File: src/rtl/rule_seq_pkg.sv
// -----------------------------------------------------------------------------
// rule_seq_pkg
// Shared definitions for the rule sequence detector:
//   NUM_STAGES    - number of checked stages after the trans start condition
//   stage_idx_t   - 3-bit stage index (0 = no stage, 1..5 = stage number)
//   stage_e       - named stage constants STG_START_TRANS..STG_END_TRANS
//   count_ones    - popcount of a per-stage bit vector
//   lowest_stage  - index of the lowest set stage bit (STG_NONE if none)
// -----------------------------------------------------------------------------
package rule_seq_pkg;

   localparam int NUM_STAGES = 5;

   typedef logic [2:0] stage_idx_t;

   typedef enum logic [2:0] {
      STG_NONE        = 3'd0,
      STG_START_TRANS = 3'd1,
      STG_A           = 3'd2,
      STG_B           = 3'd3,
      STG_C           = 3'd4,
      STG_END_TRANS   = 3'd5
   } stage_e;

   // Number of set bits in a per-stage vector (0..NUM_STAGES).
   function automatic logic [2:0] count_ones(input logic [NUM_STAGES:1] v);
      logic [2:0] n;
      n = 3'd0;
      for (int k = 1; k <= NUM_STAGES; k++) begin
         n = n + {2'b00, v[k]};
      end
      return n;
   endfunction

   // Lowest stage number whose bit is set; scanning downward lets the
   // lowest set index be the last one written.
   function automatic stage_idx_t lowest_stage(input logic [NUM_STAGES:1] v);
      stage_idx_t idx;
      idx = STG_NONE;
      for (int k = NUM_STAGES; k >= 1; k--) begin
         if (v[k]) begin
            idx = stage_idx_t'(k);
         end
      end
      return idx;
   endfunction

endpackage

File: src/rtl/sat_counter.sv
// -----------------------------------------------------------------------------
// sat_counter
// Saturating up-counter with a multi-bit increment. The counter clamps at
// 2^W-1 and never wraps, even when a single increment would overshoot.
// Ports:
//   clk  - clock (posedge)
//   rst  - asynchronous active-high reset, clears the count
//   clr  - synchronous clear, takes priority over the increment
//   inc  - amount to add this cycle (INC_W bits)
//   cnt  - registered count (W bits)
// -----------------------------------------------------------------------------
module sat_counter #(
   parameter int W     = 16,
   parameter int INC_W = 1
) (
   input  logic             clk,
   input  logic             rst,
   input  logic             clr,
   input  logic [INC_W-1:0] inc,
   output logic [W-1:0]     cnt
);

   // Wide enough that cnt + inc can never overflow before the clamp.
   localparam int SUM_W = W + INC_W;
   localparam logic [SUM_W-1:0] MAX_VAL = {{INC_W{1'b0}}, {W{1'b1}}};

   logic [W-1:0]     cnt_q;
   logic [W-1:0]     cnt_d;
   logic [SUM_W-1:0] sum_s;

   // Next count: clear, clamp at full scale, or add the increment.
   always_comb begin
      sum_s = {{INC_W{1'b0}}, cnt_q} + {{W{1'b0}}, inc};
      cnt_d = cnt_q;
      if (clr) begin
         cnt_d = {W{1'b0}};
      end else if (sum_s > MAX_VAL) begin
         cnt_d = {W{1'b1}};
      end else begin
         cnt_d = sum_s[W-1:0];
      end
   end

   // Count register.
   always_ff @(posedge clk or posedge rst) begin
      if (rst) begin
         cnt_q <= {W{1'b0}};
      end else begin
         cnt_q <= cnt_d;
      end
   end

   assign cnt = cnt_q;

endmodule

File: src/rtl/rule_seq_detector.sv
// -----------------------------------------------------------------------------
// rule_seq_detector
// Monitors the rule  trans ##1 start_trans ##1 a ##1 b ##1 c ##1 end_trans
// with up to five overlapping attempts. Each in-flight attempt is a token in
// tok_q[1:5]; tok_q[k] means an attempt is waiting for its stage-k check at
// the current edge. Passing tokens shift up, failing tokens are dropped and
// reported, a token passing stage 5 produces a match.
//
// Ports:
//   sysclk      - clock, all state on posedge
//   rst         - asynchronous active-high reset
//   en          - allows a sampled trans to start a new attempt
//   clr         - synchronous clear of counters and in-flight attempts
//   trans, start_trans, a, b, c, end_trans - monitored rule signals
//   match       - one-cycle pulse per completed rule
//   fail        - one-cycle pulse when at least one attempt died
//   fail_stage  - lowest failing stage (1..5) this cycle, 0 when fail=0
//   match_cnt   - saturating match count (CNT_W bits)
//   fail_cnt    - saturating count of dead attempts (CNT_W bits)
//   busy        - any attempt in flight
//
// Build option: define RULE_SEQ_DETECTOR_FAIL_CNT_EN to build the fail
// counter; without it fail_cnt is tied to zero (fail/fail_stage unaffected).
// -----------------------------------------------------------------------------
module rule_seq_detector
   import rule_seq_pkg::*;
#(
   parameter int CNT_W = 16
) (
   input  logic             sysclk,
   input  logic             rst,
   input  logic             en,
   input  logic             clr,
   input  logic             trans,
   input  logic             start_trans,
   input  logic             a,
   input  logic             b,
   input  logic             c,
   input  logic             end_trans,
   output logic             match,
   output logic             fail,
   output logic [2:0]       fail_stage,
   output logic [CNT_W-1:0] match_cnt,
   output logic [CNT_W-1:0] fail_cnt,
   output logic             busy
);

   logic [NUM_STAGES:1] tok_q;
   logic [NUM_STAGES:1] tok_d;
   logic                match_q;
   logic                match_d;
   logic                fail_q;
   logic                fail_d;
   stage_idx_t          fail_stage_q;
   stage_idx_t          fail_stage_d;

   logic [NUM_STAGES:1] stage_sig_s;
   logic [NUM_STAGES:1] tok_die_s;

   // Map each stage number to the signal it checks.
   always_comb begin
      stage_sig_s                  = {NUM_STAGES{1'b0}};
      stage_sig_s[STG_START_TRANS] = start_trans;
      stage_sig_s[STG_A]           = a;
      stage_sig_s[STG_B]           = b;
      stage_sig_s[STG_C]           = c;
      stage_sig_s[STG_END_TRANS]   = end_trans;
   end

   // An attempt dies where a token meets a low stage signal.
   assign tok_die_s = tok_q & ~stage_sig_s;

   // Token advance, start, match and fail evaluation. clr overrides all of it,
   // so a clearing cycle neither starts attempts nor reports results.
   always_comb begin
      tok_d        = tok_q;
      match_d      = 1'b0;
      fail_d       = 1'b0;
      fail_stage_d = STG_NONE;
      if (clr) begin
         tok_d        = {NUM_STAGES{1'b0}};
         match_d      = 1'b0;
         fail_d       = 1'b0;
         fail_stage_d = STG_NONE;
      end else begin
         // Surviving tokens of stages 1..4 move one stage up; a stage-5
         // survivor is a match and leaves the pipeline.
         tok_d        = {tok_q[NUM_STAGES-1:1] & stage_sig_s[NUM_STAGES-1:1],
                         trans & en};
         match_d      = tok_q[NUM_STAGES] & stage_sig_s[NUM_STAGES];
         fail_d       = |tok_die_s;
         fail_stage_d = lowest_stage(tok_die_s);
      end
   end

   // Token pipeline and registered result pulses.
   always_ff @(posedge sysclk or posedge rst) begin
      if (rst) begin
         tok_q        <= {NUM_STAGES{1'b0}};
         match_q      <= 1'b0;
         fail_q       <= 1'b0;
         fail_stage_q <= STG_NONE;
      end else begin
         tok_q        <= tok_d;
         match_q      <= match_d;
         fail_q       <= fail_d;
         fail_stage_q <= fail_stage_d;
      end
   end

   // The match counter steps on the same edge that raises the match pulse.
   sat_counter #(
      .W     (CNT_W),
      .INC_W (1)
   ) u_match_cnt (
      .clk (sysclk),
      .rst (rst),
      .clr (clr),
      .inc (match_d),
      .cnt (match_cnt)
   );

`ifdef RULE_SEQ_DETECTOR_FAIL_CNT_EN
   logic [2:0] fail_inc_s;

   // Several attempts may die on one edge; count every one of them.
   assign fail_inc_s = count_ones(tok_die_s);

   sat_counter #(
      .W     (CNT_W),
      .INC_W (3)
   ) u_fail_cnt (
      .clk (sysclk),
      .rst (rst),
      .clr (clr),
      .inc (fail_inc_s),
      .cnt (fail_cnt)
   );
`else
   assign fail_cnt = {CNT_W{1'b0}};
`endif

   assign match      = match_q;
   assign fail       = fail_q;
   assign fail_stage = fail_stage_q;
   assign busy       = |tok_q;

endmodule
File: config.mk
export PLATFORM = sky130hd
export DESIGN_NAME = rule_seq_detector
export DESIGN_NICKNAME = d
export VERILOG_FILES = /design/src/rtl/rule_seq_pkg.sv /design/src/rtl/sat_counter.sv /design/src/rtl/rule_seq_detector.sv
export SDC_FILE = /design/constraint.sdc
export NUM_CORES = 1
export LEC_CHECK = 0
export BUFFER_PORTS_ARGS = -buffer_cell sky130_fd_sc_hd__buf_4
export CAP_MARGIN = 15
export CORE_MARGIN = 2
export CORE_UTILIZATION = 53
export DETAILED_ROUTE_END_ITERATION = 8
export HOLD_SLACK_MARGIN = 0.05
export PLACE_DENSITY_LB_ADDON = 0.3
export SLEW_MARGIN = 25
export SYNTH_ARGS = -nofsm -noshare
export SYNTH_HDL_FRONTEND = slang
export SYNTH_HIERARCHICAL = 1
export SYNTH_SLANG_ARGS = --single-unit
File: constraint.sdc
create_clock -name sysclk -period 2.65 [get_ports sysclk]
set_input_delay 0 -clock sysclk [delete_from_list [all_inputs] [get_ports sysclk]]
set_output_delay 0 -clock sysclk [all_outputs]
set_load 0.02 [all_outputs]
# --- Yosys cells after proc, flatten, opt, wreduce, memory -nomap -nowiden ---
# Index checks and enable logic that the tools add are counted.
word_totals:
  register_bits: 26
  latchBits: 0
  ram_bits: 0
  romBits: 0
  n_memories: 0
op_classes:
  add_sub_neg: 1
  n_mul: 0
  div_mod_pow: 0
  n_lt_le_gt_ge: 1
  eq_ne: 0
  shift: 0
  mux: 11
  n_bitwise: 5
  reduce_logical: 2
ops:
  columns: ["cell", "count"]
  rows:
  - ["2-to-1 mux 16 bit", 2]
  - ["2-to-1 mux 3 bit", 6]
  - ["adder 16 x 1 -> 17 bit", 1]
  - ["greater-than comparator 17 x 16 -> 1 bit (second input constant)", 1]
  - ["OR reduction 5 bit", 2]
  - ["bitwise AND 5 bit", 1]
  - ["2-to-1 mux 5 bit", 1]
  - ["inverter 5 bit", 1]
  - ["bitwise AND 4 bit", 1]
  - ["bitwise AND 1 bit", 2]
  - ["2-to-1 mux 1 bit", 2]

# --- Logic depth before layout (Yosys ltp) ---
logic_depth:
  depth_word: 8
  mapped_depth: 8
  mapped_depth_nobuf: 7

# --- Modules after synthesis ---
# The synthesis kept the hierarchy.
modules_own_cells:
  columns: ["mod", "instances", "cells_each", "area_each_um2", "seq_area_each_um2"]
  rows:
  - ["sat_counter", 1, 84, 863.3, 400.4]
  - ["rule_seq_detector", 1, 59, 561.8, 250.2]

# --- Least setup slack after synthesis ---
# No wires, ideal clock.
synth_path:
  kind: "register -> register"
  start: "reg tok_q[5] (netlist bit)"
  end: "reg u_match_cnt.cnt_q[10] (netlist: u_match_cnt/cnt[10])"
  arrival_time_ns: 1.609
  required_time_ns: 2.572
  path_slack_ns: 0.964
  stages_incl_launch_ff: 9
  period_less_slack_ns: 1.686
  cell_sequence: "dfrtp_1 nand2_1 nor2_1 ha_1 nand4_2 nor4_1 nand3_1 buf_6 a21oi_1"
synth_via:
  elab_chain_cells: 6
synth_lines:
  columns: ["element", "line", "rtl"]
  rows:
  - ["from (decl)", "rule_seq_detector.sv:48", "logic [NUM_STAGES:1] tok_q;"]
  - ["from (signal assigned)", "rule_seq_detector.sv:99", "tok_q <= {NUM_STAGES{1'b0}};"]
  - ["from (signal assigned)", "rule_seq_detector.sv:104", "tok_q <= tok_d;"]
  - ["bitwise AND 1 bit *", "rule_seq_detector.sv:90", "match_d = tok_q[NUM_STAGES] & stage_sig_s[NUM_STAGES];"]
  - ["2-to-1 mux 1 bit *", "rule_seq_detector.sv:80", "if (clr) begin"]
  - ["named net match_d", "rule_seq_detector.sv:51", "logic match_d;"]
  - ["adder 16 x 1 -> 17 bit *", "sat_counter.sv:33", "sum_s = {{INC_W{1'b0}}, cnt_q} + {{W{1'b0}}, inc};"]
  - ["greater-than comparator 17 x 16 -> 1 bit", "sat_counter.sv:37", "end else if (sum_s > MAX_VAL) begin"]
  - ["2-to-1 mux 16 bit *", "sat_counter.sv:37", null]
  - ["2-to-1 mux 16 bit *", "sat_counter.sv:35", "if (clr) begin"]
  - ["named net u_match_cnt.cnt_d[10]", "sat_counter.sv:28", "logic [W-1:0] cnt_d;"]
  - ["to (signal assigned)", "sat_counter.sv:47", "cnt_q <= {W{1'b0}};"]
  - ["to (signal assigned)", "sat_counter.sv:49", "cnt_q <= cnt_d;"]
  - ["to (decl)", "sat_counter.sv:27", "logic [W-1:0] cnt_q;"]
# The timed path passes the listed nets; every way through them passes the cells marked *.

# --- Worst setup path in the final report ---
layout_path:
  start: "in clr"
  end: "reg u_match_cnt.cnt_q[8] (netlist: u_match_cnt/cnt[8])"
layout_via:
  elab_chain_cells: 5
layout_lines:
  columns: ["element", "line", "rtl"]
  rows:
  - ["from (decl)", "rule_seq_detector.sv:33", "input logic clr,"]
  - ["2-to-1 mux 1 bit *", "rule_seq_detector.sv:80", null]
  - ["named net match_d", "rule_seq_detector.sv:51", null]
  - ["adder 16 x 1 -> 17 bit *", "sat_counter.sv:33", null]
  - ["greater-than comparator 17 x 16 -> 1 bit", "sat_counter.sv:37", null]
  - ["2-to-1 mux 16 bit *", "sat_counter.sv:37", null]
  - ["2-to-1 mux 16 bit *", "sat_counter.sv:35", null]
  - ["named net u_match_cnt.cnt_d[8]", "sat_counter.sv:28", null]
# Marks and branches as above.

==> results.json <==
{
  "finalSetupViolCount": 0,
  "end_kind": "register",
  "vdd_drop_max_v": 0.0002921,
  "tightestPinTransition_ns": 0.6258,
  "wire_per_inst_um": 13.23,
  "die-area_um2": 3120,
  "drcViolationCount": 0,
  "ys_types": 40,
  "drv_cap": 0,
  "path_max_fanout": 27,
  "dp_slack_ns": 0.5816,
  "fin_skew_ns": 0.01190,
  "gr-total-overflow": 0,
  "grtUsageTotal_pct": 19.25,
  "timing.fmax_ghz": 0.4541,
  "vias_per_cell": 5.225,
  "root_buffer": "clkbuf_4",
  "final_cell_mix": "31 x buf_4, 26 x dfrtp_1, 16 x conb_1",
  "hp-class": "in2async",
  "synth_cells": 143,
  "status": "completed",
  "antenna_found_initial": 0,
  "clockBufferDepth": 2,
  "crit_arrival_ns": 2.44,
  "drtAntennaViolNets": 0,
  "drt-total-wl_um": 2818,
  "layout_setup_ws_ns": 0.4480,
  "coreArea_um2": 2522,
  "rows": 18,
  "power_density_nw_per_um2": 366.0,
  "cts-htree-levels": 1,
  "final_nets": 197,
  "cts_setup_buffers": 0,
  "worstSetupPathType": "in2reg",
  "hpwl_um": 1975,
  "timing.final.crit_share_pct": 83.09,
  "route.vias.total": 1113,
  "cts-buffers-inserted": 3,
  "cts_tree": "yes",
  "period_needed_ns": 2.202,
  "drive_gt1_share_pct": 25.14,
  "io_buffers": 31,
  "grt_pass1_vias": 1100,
  "layout_commonest_cell": "buf_4",
  "cts_hold_buf": 10,
  "post_cts_resized": 0,
  "gp_congestion": 0.7940,
  "yosys_warnings": 6,
  "tns_ns": 0,
  "p_leak_nw": 0.8569,
  "initial_core_util_pct": 56.50,
  "rsz0062_at_grt": "no",
  "clkSinkCount": 26,
  "syn_area_per_cell_um2": 9.966,
  "ys_seq_area_share_pct": 45.65,
  "grt_max_degree": 28,
  "clkLatencyLatePin_ns": 0.31,
  "synthToLayoutAreaGrowth_pct": 21.07,
  "grt_pass1_wl_um": 4850,
  "drt_iter0_drc": 34,
  "worst_setup_path_start_kind": "input port",
  "antenna_cells": 0,
  "die_x_um": 55.86,
  "syn_area_um2": 1425,
  "relSlewSlack_pct": 58.24,
  "crit_required_ns": 2.89,
  "slew_viol_final": 0,
  "ys_ff_latch": 26,
  "r2r_setup_slack_ns": 0.51,
  "dr.pass1.iters": 4,
  "path_clk_slew_ns": 0.14,
  "io_pins": 48,
  "die_y_um": 55.86,
  "fin_hold_ws_ns": 0.2209,
  "hold_violations": 0
}
[where the power goes]
part	total [W]	switching [W]	internal, W
sequential	0.000400	0.00000116	0.000398
combinational	0.0000695	0.0000462	0.0000233
clock	0.000162	0.000109	0.0000531
[area by class of cell]
type,instances,area (um^2)
multi-input cells,104,648.1
clock buffers,3,22.52
well taps,30,37.54
repair buffers,41,332.8
flip-flops and latches,26,650.6
fillers,210,797.0
inverters,9,33.78
[cells in the mapped netlist, drive strengths merged]
| cell | number | share of area [%] |
|---|---|---|
| a41o | 1 | 0.79 |
| and3 | 1 | 0.44 |
| nand2b | 1 | 0.44 |
| dlymetal6s2s | 1 | 0.88 |
| or3 | 1 | 0.53 |
| xor2 | 3 | 1.8 |
| mux2i | 1 | 0.70 |
| o21ai | 1 | 0.35 |
| nor4b | 1 | 1.7 |
| nor4 | 4 | 2.8 |
| dfrtp | 26 | 46 |
| o22ai | 1 | 0.44 |
| nor3 | 5 | 1.8 |
| ha | 2 | 1.8 |
| a211oi | 1 | 0.53 |
| nand3 | 4 | 1.4 |
| inv | 9 | 2.4 |
| nand2 | 14 | 3.7 |
| a21o | 1 | 0.53 |
| nand4 | 3 | 2.8 |
| and4 | 1 | 0.61 |
| and2b | 1 | 0.70 |
| a311oi | 1 | 0.61 |
| xnor2 | 6 | 3.7 |
| a31oi | 3 | 1.3 |
| conb | 1 | 0.26 |
| nor2 | 11 | 2.9 |
| nor2b | 3 | 2.0 |
| a31o | 1 | 0.61 |
| buf | 18 | 9.6 |
| a21oi | 15 | 5.8 |
| o21bai | 1 | 0.53 |
[worst paths after layout]
path                                       end     start  cells past startpoint
setup / recovery            u_match_cnt/cnt[8]       clr                      8
hold / removal                   fail_stage[0]       rst                      3
setup reg to reg            u_match_cnt/cnt[8]  tok_q[5]                      7
hold reg to reg                       tok_q[4]  tok_q[3]                      2
max in group asynchronous  u_match_cnt/cnt[13]       rst                      3
min in group sysclk                   tok_q[1]     trans                      4
[layer usage]
metal	global-route usage, %	up-vias	wire length [um]
li1	-	534	-
met1	23.50	539	1185
met2	32.99	32	1420
met3	3.023	8	130
met4	9.524	0	82
met5	0	-	0
[cell families (layout without fill, tap and decap cells)]
family / after synthesis / in the layout / synth area share [%]
AOI/OAI and AO/OA: 26 / 26 / 11.50
xor gates and xnor gates: 9 / 9 / 5.531
adders and majority gates: 2 / 2 / 1.756
and+or+nand+nor: 50 / 50 / 21.77
muxes: 1 / 1 / 0.7024
buffers and inverters: 28 / 53 / 12.82
DFF: 26 / 26 / 45.65
other: 1 / 16 / 0.2631
[stage by stage]
stage	area, um^2	std cells	total power (W)	utilization (%)
after global placement	1603	200	0.0004638	63.54
after floorplan	1481	158	0.0004643	-
after global routing	1725	213	0.0006588	68.40
final	1725	213	0.0006316	68.40
after detailed placement	1603	200	0.0004650	63.54
after CTS	1725	213	0.0006386	68.40
[registers in the layout, summed over array words and instances (netlist names)]
signal and flops:
u_match_cnt/cnt 16, tok_q 5, fail_stage 3, fail 1
match 1
[critical path: stages]
cell and delay [ns]:
dlygate4sd3_1 0.54, buf_4 0.22, nor2_1 0.21, ha_1 0.21, nand4_2 0.25, nor4_1 0.30
nand3_1 0.39, a21oi_1 0.30
Note: power is estimated with default switching activity, not from simulation.
